==> src/rtl/result_fifo.sv <==
// result_fifo: collects result words from the add/sub, multiply and sin/cos
// units into a small show-ahead FIFO that the CPU pops one entry at a time.
// Up to three results can arrive in the same cycle; they are stored in the
// fixed order add, mul, sine. Results that do not fit are dropped and the
// sticky lost flag records it. out_fifo_hold throttles operation issue
// before the FIFO can overflow.
module result_fifo #(
  parameter int DEPTH = 8
) (
  input  logic                     clk,
  input  logic                     rst,
  input  logic [31:0]              add_result,
  input  logic                     add_done,
  input  logic                     add_overflow,
  input  logic [31:0]              mul_result,
  input  logic                     mul_done,
  input  logic                     mul_overflow,
  input  logic [31:0]              sine_result,
  input  logic                     sine_done,
  input  logic                     rd_en,
  output logic [31:0]              result,
  output logic                     done,
  output logic                     overflow,
  output logic [1:0]               src,
  output logic                     out_fifo_hold,
  output logic [$clog2(DEPTH):0]   count,
  output logic                     lost
);

  localparam int AW = $clog2(DEPTH);
  localparam int CW = AW + 1;
  localparam int EW = 35;
  localparam int NSRC = 3;

  localparam logic [CW-1:0] DEPTH_C    = CW'(DEPTH);
  localparam logic [CW-1:0] HOLD_LIM_C = CW'(3);

  localparam logic [1:0] SRC_ADD  = 2'b00;
  localparam logic [1:0] SRC_MUL  = 2'b01;
  localparam logic [1:0] SRC_SINE = 2'b10;

  // Build one stored entry: {src, overflow, result}.
  function automatic logic [EW-1:0] pack_entry(input logic [1:0]  src_f,
                                                input logic        ovf_f,
                                                input logic [31:0] data_f);
    pack_entry = {src_f, ovf_f, data_f};
  endfunction

  // Storage and control state
  logic [EW-1:0] mem_q [DEPTH];
  logic [AW-1:0] wr_ptr_q, wr_ptr_d;
  logic [AW-1:0] rd_ptr_q, rd_ptr_d;
  logic [CW-1:0] count_q, count_d;
  logic          lost_q, lost_d;
  logic          hold_q, hold_d;

  // Write-side decode
  logic [NSRC-1:0] src_vld_s;
  logic [EW-1:0]   src_data_s [NSRC];
  logic [NSRC-1:0] we_s;
  logic [AW-1:0]   waddr_s [NSRC];
  logic [1:0]      acc_s;
  logic            drop_s;
  logic [CW-1:0]   free_s;
  logic [CW-1:0]   free_nxt_s;
  logic            rd_acc_s;
  logic [EW-1:0]   head_s;

  // Gather the three result sources in storage order; sine never overflows.
  always_comb begin
    src_vld_s     = {sine_done, mul_done, add_done};
    src_data_s[0] = pack_entry(SRC_ADD,  add_overflow, add_result);
    src_data_s[1] = pack_entry(SRC_MUL,  mul_overflow, mul_result);
    src_data_s[2] = pack_entry(SRC_SINE, 1'b0,         sine_result);
  end

  // Assign consecutive slots to the incoming results until the free space
  // seen before this edge runs out; anything beyond that is dropped.
  // A same-cycle pop deliberately does not make room here.
  always_comb begin
    free_s = DEPTH_C - count_q;
    acc_s  = 2'd0;
    drop_s = 1'b0;
    for (int k = 0; k < NSRC; k++) begin
      we_s[k]    = 1'b0;
      waddr_s[k] = wr_ptr_q;
      if (src_vld_s[k]) begin
        if ({{(CW-2){1'b0}}, acc_s} < free_s) begin
          we_s[k]    = 1'b1;
          waddr_s[k] = wr_ptr_q + AW'(acc_s);
          acc_s      = acc_s + 2'd1;
        end else begin
          drop_s = 1'b1;
        end
      end else begin
        we_s[k] = 1'b0;
      end
    end
  end

  // Next-state pointers, occupancy, sticky loss and issue back-pressure.
  always_comb begin
    rd_acc_s   = rd_en && (count_q != '0);
    wr_ptr_d   = wr_ptr_q + AW'(acc_s);
    rd_ptr_d   = rd_ptr_q + {{(AW-1){1'b0}}, rd_acc_s};
    count_d    = count_q + {{(CW-2){1'b0}}, acc_s} - {{(CW-1){1'b0}}, rd_acc_s};
    lost_d     = lost_q | drop_s;
    free_nxt_s = DEPTH_C - count_d;
    hold_d     = (free_nxt_s < HOLD_LIM_C);
  end

  // Control registers; reset discards any same-cycle pulses and pops.
  always_ff @(posedge clk) begin
    if (rst) begin
      wr_ptr_q <= '0;
      rd_ptr_q <= '0;
      count_q  <= '0;
      lost_q   <= 1'b0;
      hold_q   <= 1'b0;
    end else begin
      wr_ptr_q <= wr_ptr_d;
      rd_ptr_q <= rd_ptr_d;
      count_q  <= count_d;
      lost_q   <= lost_d;
      hold_q   <= hold_d;
    end
  end

  // Entry storage; left uncleared because empty-FIFO outputs are forced to 0.
  always_ff @(posedge clk) begin
    if (!rst) begin
      for (int k = 0; k < NSRC; k++) begin
        if (we_s[k]) begin
          mem_q[waddr_s[k]] <= src_data_s[k];
        end
      end
    end
  end

  // Show-ahead head entry straight from storage, zeroed while empty.
  always_comb begin
    if (count_q != '0) begin
      head_s = mem_q[rd_ptr_q];
    end else begin
      head_s = '0;
    end
    result   = head_s[31:0];
    overflow = head_s[32];
    src      = head_s[34:33];
    done     = (count_q != '0);
  end

  assign out_fifo_hold = hold_q;
  assign count         = count_q;
  assign lost          = lost_q;

endmodule

==> config.mk <==
export PLATFORM = sky130hd
export DESIGN_NAME = result_fifo
export DESIGN_NICKNAME = d
export VERILOG_FILES = /design/src/rtl/result_fifo.sv
export SDC_FILE = /design/constraint.sdc
export NUM_CORES = 1
export LEC_CHECK = 0
export BUFFER_PORTS_ARGS = -buffer_cell sky130_fd_sc_hd__buf_2
export CAP_MARGIN = 25
export CELL_PAD_IN_SITES_DETAIL_PLACEMENT = 1
export CELL_PAD_IN_SITES_GLOBAL_PLACEMENT = 1
export CORE_UTILIZATION = 49
export CTS_CLUSTER_DIAMETER = 120
export CTS_CLUSTER_SIZE = 25
export DETAILED_ROUTE_END_ITERATION = 6
export MAX_ROUTING_LAYER = met4
export PLACE_DENSITY_LB_ADDON = 0.1
export SLEW_MARGIN = 20
export SYNTH_ARGS = -nofsm -noshare
export SYNTH_HDL_FRONTEND = slang
export SYNTH_SLANG_ARGS = --single-unit
==> constraint.sdc <==
create_clock -name clk -period 5.6 [get_ports clk]
set_input_delay 0.56 -clock clk [delete_from_list [all_inputs] [get_ports clk]]
set_output_delay 0.56 -clock clk [all_outputs]
set_load 0.05 [all_outputs]
Word level (Yosys, flattened, before mapping). Memory sizes are Yosys's and may differ from the RTL's. A register that Yosys moved wholly into a read port is not among the register bits. Index checks and enable logic that the tools add are counted.

Register bits: 12. Memory bits (writable): 280. Input port bits: 104. Output and inout bits: 42. Word-level logic and storage cells: 56. Memories kept: 1.

Add/sub/neg operators: 10. Magnitude comparators: 4. Muxes and demuxes: 33. Bitwise logic cells: 1. Reductions and logical operators: 2.

Memories: mem_q (depth 8, width 35, rd ports 1, clocked after Yosys merged registers in 1, write ports 3, line 50) `logic [EW-1:0] mem_q [DEPTH];`.

Operators with widths (count): $mux 35 (1); $mux 1 (23); $mux 3 (5); $add 3x2->3 (3); $lt 2x4->1 (2); $mux 2 (4); $sub 4x4->4 const A (2); $add 2x1->2 const B (2); $add 4x2->4 (1); $lt 1x4->1 const A (1); $lt 4x2->1 const B (1); $reduce_bool 4->1 (1); $sub 4x1->4 (1); $add 3x1->3 (1); $logic_and 1x1->1 (1); $or 1x1->1 (1).

Depth between registers and ports, before layout.
Word-level depth: 14. Gate-level depth with buffers: 24. Depth with buffers taken out: 22.

Least setup slack after synthesis. Ideal clock, no wire load.

Path type: register to register. Start: register count_q[0] (netlist: count[0]). End: memory mem_q[6][0], enable pin. Setup time: 0.562 ns. Arrival: 4.974 ns. Slack: 0.065 ns. Stages on the path, launching flop included: 17. Path buffers: 2. Cells stage by stage: dfxtp_1 > inv_1 > ha_1 > and2b_2 > a211oi_4 > nor2_2 > buf_2 > a21oi_1 > ha_1 > a22o_1 > ha_1 > fa_1 > xnor2_1 > nor2_1 > nand2_1 > clkbuf_1 > nand3_1.

RTL lines: start, declared (line 53) `logic [CW-1:0] count_q, count_d;`; start signal, assigned (line 123) `count_q <= count_d;`; end, declared (line 50).

Worst setup path after layout.
Start: register count_q[0] (netlist: count[0]). End: register hold_q (netlist: out_fifo_hold).

Longest elaborated chain between the ends: 14.

Ends and longest elaborated chain: $sub 4x4->4 (line 81) `free_s = DEPTH_C - count_q;`; $lt 1x4->1 (line 88) `if ({{(CW-2){1'b0}}, acc_s} < free_s) begin`; $mux 1 (line 88); $mux 1 (line 87) `if (src_vld_s[k]) begin`; $lt 2x4->1 or $add 2x1->2 (tied branches) (line 88, 91); $mux 2 (line 88); $mux 2 (line 87); $lt 2x4->1 or $add 2x1->2 (tied branches) (line 88, 91); $mux 2 (line 88); $mux 2 (line 87); $add 4x2->4 (line 106) `count_d = count_q + {{(CW-2){1'b0}}, acc_s} - {{(CW-1){1'b0}}, rd_acc_s};`; $sub 4x1->4 * (line 106); $sub 4x4->4 * (line 108) `free_nxt_s = DEPTH_C - count_d;`; $lt 4x2->1 * (line 109) `hold_d = (free_nxt_s < HOLD_LIM_C);`; end signal, assigned (line 125) `hold_q <= hold_d;`; end, declared (line 55) `logic hold_q, hold_d;`.

Mark *: on every way between the ends. The rest lies on a longest branch, timed or not. A chain may end at the register's enable or synchronous reset.

==> results.txt <==
- Outcome: finished clean
* CTS H-Tree Depth: 1
* Placed wire-length estimate: 37510 um
* Sequential share of the synthesized area: 46.31%
* Number of enable-type register cells in the synthesized netlist: 256
- Dividing the final minimum period by the clock period gives 88.31%.
- Slew at the pin closest to its max-slew limit: 1056 ps
- DR vias/cell: 7.551
- The tool flagged a number of max-cap violations equal to 0.
* Total Neg Setup Slack: 0 ps
- Post-route cell area: 19580 um2
* Setup crit end kind: register
- In this run the remaining antenna-violating nets after routing total 0.
- Class of the most critical hold timing path: primary input to register
- 146 I/O pins were placed.
* Final instance count without filler cells: 2121
- Unrepaired setup endpoints after global routing: false
* Cell types with the highest counts after synthesis: 256 x sky130_fd_sc_hd__a2bb2oi_1, 256 x sky130_fd_sc_hd__a31oi_1, 256 x sky130_fd_sc_hd__edfxtp_1
* Post-Place Cells: 2086
* WL final: 69270 um
- X dimension of the die: 194.5 um
* Share of async-settable or async-resettable flops after synthesis: 0%
* Maximum vdd ir drop: 477.0 uV
* Latest clock arrival within the worst-skew pair: 530 ps
- Top post-synthesis cells by area: sky130_fd_sc_hd__edfxtp_1 42%, sky130_fd_sc_hd__a2bb2oi_1 12%, sky130_fd_sc_hd__a31oi_1 8.8%
- CTS saw 292 sinks.
- For the worst setup path, the data required time is 6060 ps.
- In this run, the number of DRC markers left after iteration 0 of detailed routing was 2021.
- Placed cell areas: 19110 um2
- The die covers 37830 um2.
* DRC: 0
* Routed via count: 16020
* Clock power frac: 11.9%
- Counting every net in the synthesized netlist gives 1801.
- The number of setup buffers added after CTS is 0.
- Post-synthesis sequential element count: 292
- At the end of the flow, the number of nets in the layout was 1757.
* Register-to-register path setup slack: 650 ps
- Prior to clock tree synthesis, the placed netlist has a worst setup slack of 703.4 ps.
* GPL Wtd Cong: 0.8188
- Worst path arrival time: 5400 ps
* Post-route setup slack: 654.7 ps
* Total power of the final layout: 10.79 mW
- First-pass GRT wire length: 103900 um
* Top-area cell type share of the netlist area: 42.34%
- Sequential cells burn 32.0% of the power.
* Pwr/cell area: 550.9 nW/um2
* Number of antenna violations at the first check in global routing: 7
* Total iterations of the first detailed-routing run: 5
- Fill cells in the final layout number 3826.
* Cell area after technology mapping: 18160 um2
- Buffers inserted during clock tree synthesis total 15.
* Net Sw Frac: 48.77%
- Yosys warning total: 0
- Of all nets on the critical path, the largest fanout is 7.
- Root buf cell: sky130_fd_sc_hd__clkbuf_16
- Initial core utilization: 49.71%
- The hold violation count in the final report is 0.
- In this run the standard cell core region covers 36520 um2.
- Distinct cell type count of the synthesized netlist: 50
- Once the clock tree was built, the resizer swapped 0 gates to a different size.
- In the synthesized netlist the dominant register cell turns out to be sky130_fd_sc_hd__edfxtp_1.
* Routed wire length per instance: 32.66 um
* Internal Dissipation: 5.528 mW
- Summed over all layers, the global routing overflow is 0.
* Overall die height: 194.5 um
* Pins over their slew limit: 0
- Setup skew after layout: 22.01 ps
- Highest clock rate: 202.2 MHz
- Area leader, netlist: sky130_fd_sc_hd__edfxtp_1
- The number of hold buffers added after CTS was 0.
- Startpoint of the most critical register-to-register path: count[0]
* Category of the critical setup timing path: register to register
* Pleak: 6.429 nW
- # port buffers: 145
- For the worst flop-to-flop path, the logic depth is 22.
- The share of total power dissipated in combinational logic is 56.2%.
- Startpoint of the worst setup timing path: count[0]
* Clock-pin transition on the worst setup and hold timing paths: 90 ps
- Critical path destination: out_fifo_hold
* Number of setup violations in the final report: 0
* Number of standard-cell rows in the floorplan: 70
- Pin count of the biggest net entering global routing: 169
- Max transition margin: 29.58%
- Capture instance of the worst register-to-register path: out_fifo_hold
- Setup crit start kind: register
- Averaged over all synthesized cells, the footprint is 10.81 um2.
- Global-route total usage across every layer: 37.38%
- Area growth from synthesis to layout: 7.863%
* Number of global-route vias before repair: 16520
- Net switching component of the power: 5.261 mW
- CTS tree: yes
* Period minus WS final: 4945 ps
- The cell count after synthesis came out at 1680.
- Maximum number of buffers from clock root to sink: 3
- In the final layout, the share of cells above drive strength 1 is 20.49%.
-- worst max-delay path, cell delays in order (launching register included) --
cell	delay, ps
sky130_fd_sc_hd__dfxtp_1	460
sky130_fd_sc_hd__inv_1	170
sky130_fd_sc_hd__ha_1	260
sky130_fd_sc_hd__and2b_2	240
sky130_fd_sc_hd__a211oi_4	380
sky130_fd_sc_hd__nor2_2	140
sky130_fd_sc_hd__a21oi_1	190
sky130_fd_sc_hd__ha_1	260
sky130_fd_sc_hd__nand3b_1	180
sky130_fd_sc_hd__maj3_1	390
sky130_fd_sc_hd__o21a_1	130
sky130_fd_sc_hd__nand2_1	80
sky130_fd_sc_hd__nand2_1	100
sky130_fd_sc_hd__xor2_1	170
sky130_fd_sc_hd__ha_1	290
sky130_fd_sc_hd__inv_1	60
sky130_fd_sc_hd__ha_1	170
sky130_fd_sc_hd__inv_1	70
sky130_fd_sc_hd__fa_1	440
sky130_fd_sc_hd__xor2_1	240
sky130_fd_sc_hd__nor4bb_1	300
sky130_fd_sc_hd__a21oi_1	70
sky130_fd_sc_hd__nor2_1	90
-- placed cells by master (no fill, tap or decap), drive strengths merged, types with 4 or more instances in the layout --
| cell | instances |
|---|---|
| xor2 | 5 |
| inv | 17 |
| diode | 8 |
| a2bb2oi | 256 |
| buf | 199 |
| nand4 | 7 |
| mux4 | 70 |
| clkbuf | 24 |
| ha | 14 |
| edfxtp | 256 |
| o21ai | 257 |
| xnor2 | 9 |
| dfxtp | 36 |
| a31oi | 257 |
| a21o | 4 |
| nand3 | 8 |
| nor3 | 8 |
| a21oi | 25 |
| nand2b | 5 |
| nand2 | 39 |
| nor2 | 57 |
| nor2b | 10 |
| mux2i | 43 |
| a211oi | 11 |
| a31o | 5 |
-- per-layer routing --
metal | track usage (%) | share of wire [%] | vias up
met5 | - | 0 | -
met4 | 14.17 | 3.8 | 0
met3 | 6.004 | 9.2 | 197
met2 | 60.60 | 48 | 992
met1 | 47.12 | 38 | 8171
li1 | - | - | 6656
-- state kept, by name, summed over array words and instances, names as in the netlist --
name           count
count              4
lost               1
mem_q            280
out_fifo_hold      1
rd_ptr_q           3
wr_ptr_q           3
-- stage by stage --
| step | utilization (%) | hold WS (ps) |
|---|---|---|
| CTS | 53.49 | 358.7 |
| global route | 53.61 | 396.4 |
| detailed placement | 52.32 | 443.0 |
| global placement | 52.32 | 430.2 |
| finish | 53.62 | 370.6 |
| floorplan | - | 421.0 |
-- how the worst min path moves through the flow --
stage,depth (start not counted),start,end
3_5_place_dp,1,mem_q[7][34],mem_q[7][34]
5_1_grt,3,sine_done,lost
6_report,3,sine_done,lost
4_1_cts,3,sine_done,lost
2_1_floorplan,1,mem_q[2][34],mem_q[2][34]
3_3_place_gp,1,mem_q[7][34],mem_q[7][34]
-- cell families (layout without fill, tap and decap cells) --
family	after synthesis	count (layout)	synth area share, %
AOI/OAI and AO/OA	823	823	30.67
DFF	292	292	46.31
buffers and inverters	275	240	6.223
and+or+nand+nor	145	145	3.632
muxes	113	113	11.05
adders and majority gates	18	18	1.351
xor gates and xnor gates	14	14	0.7581
other	0	8	0
-- power groups by stage --
| stage | Combinational, mW | Clock [mW] | Sequential, mW |
|---|---|---|---|
| 6_report | 6.06 | 1.28 | 3.45 |
| 5_1_grt | 6.38 | 1.33 | 3.50 |
| 4_1_cts | 5.94 | 1.29 | 3.45 |
| 3_5_place_dp | 5.93 | 0 | 3.50 |
| 3_3_place_gp | 5.81 | 0 | 3.47 |
| 2_1_floorplan | 4.29 | 0 | 3.34 |
-- layout make-up --
class	count	area, um2	share of cell area, %
clock buffer	24	409.1	2.089
inverter	15	56.30	0.2875
timing repair buffer	199	1289	6.581
clock inverter	2	17.52	0.08945
sequential	292	8417	42.98
multi-input combinational	1113	8790	44.88
antenna	8	20.02	0.1022
tap	468	585.6	2.990
Note: power is estimated with default switching activity, not from simulation.
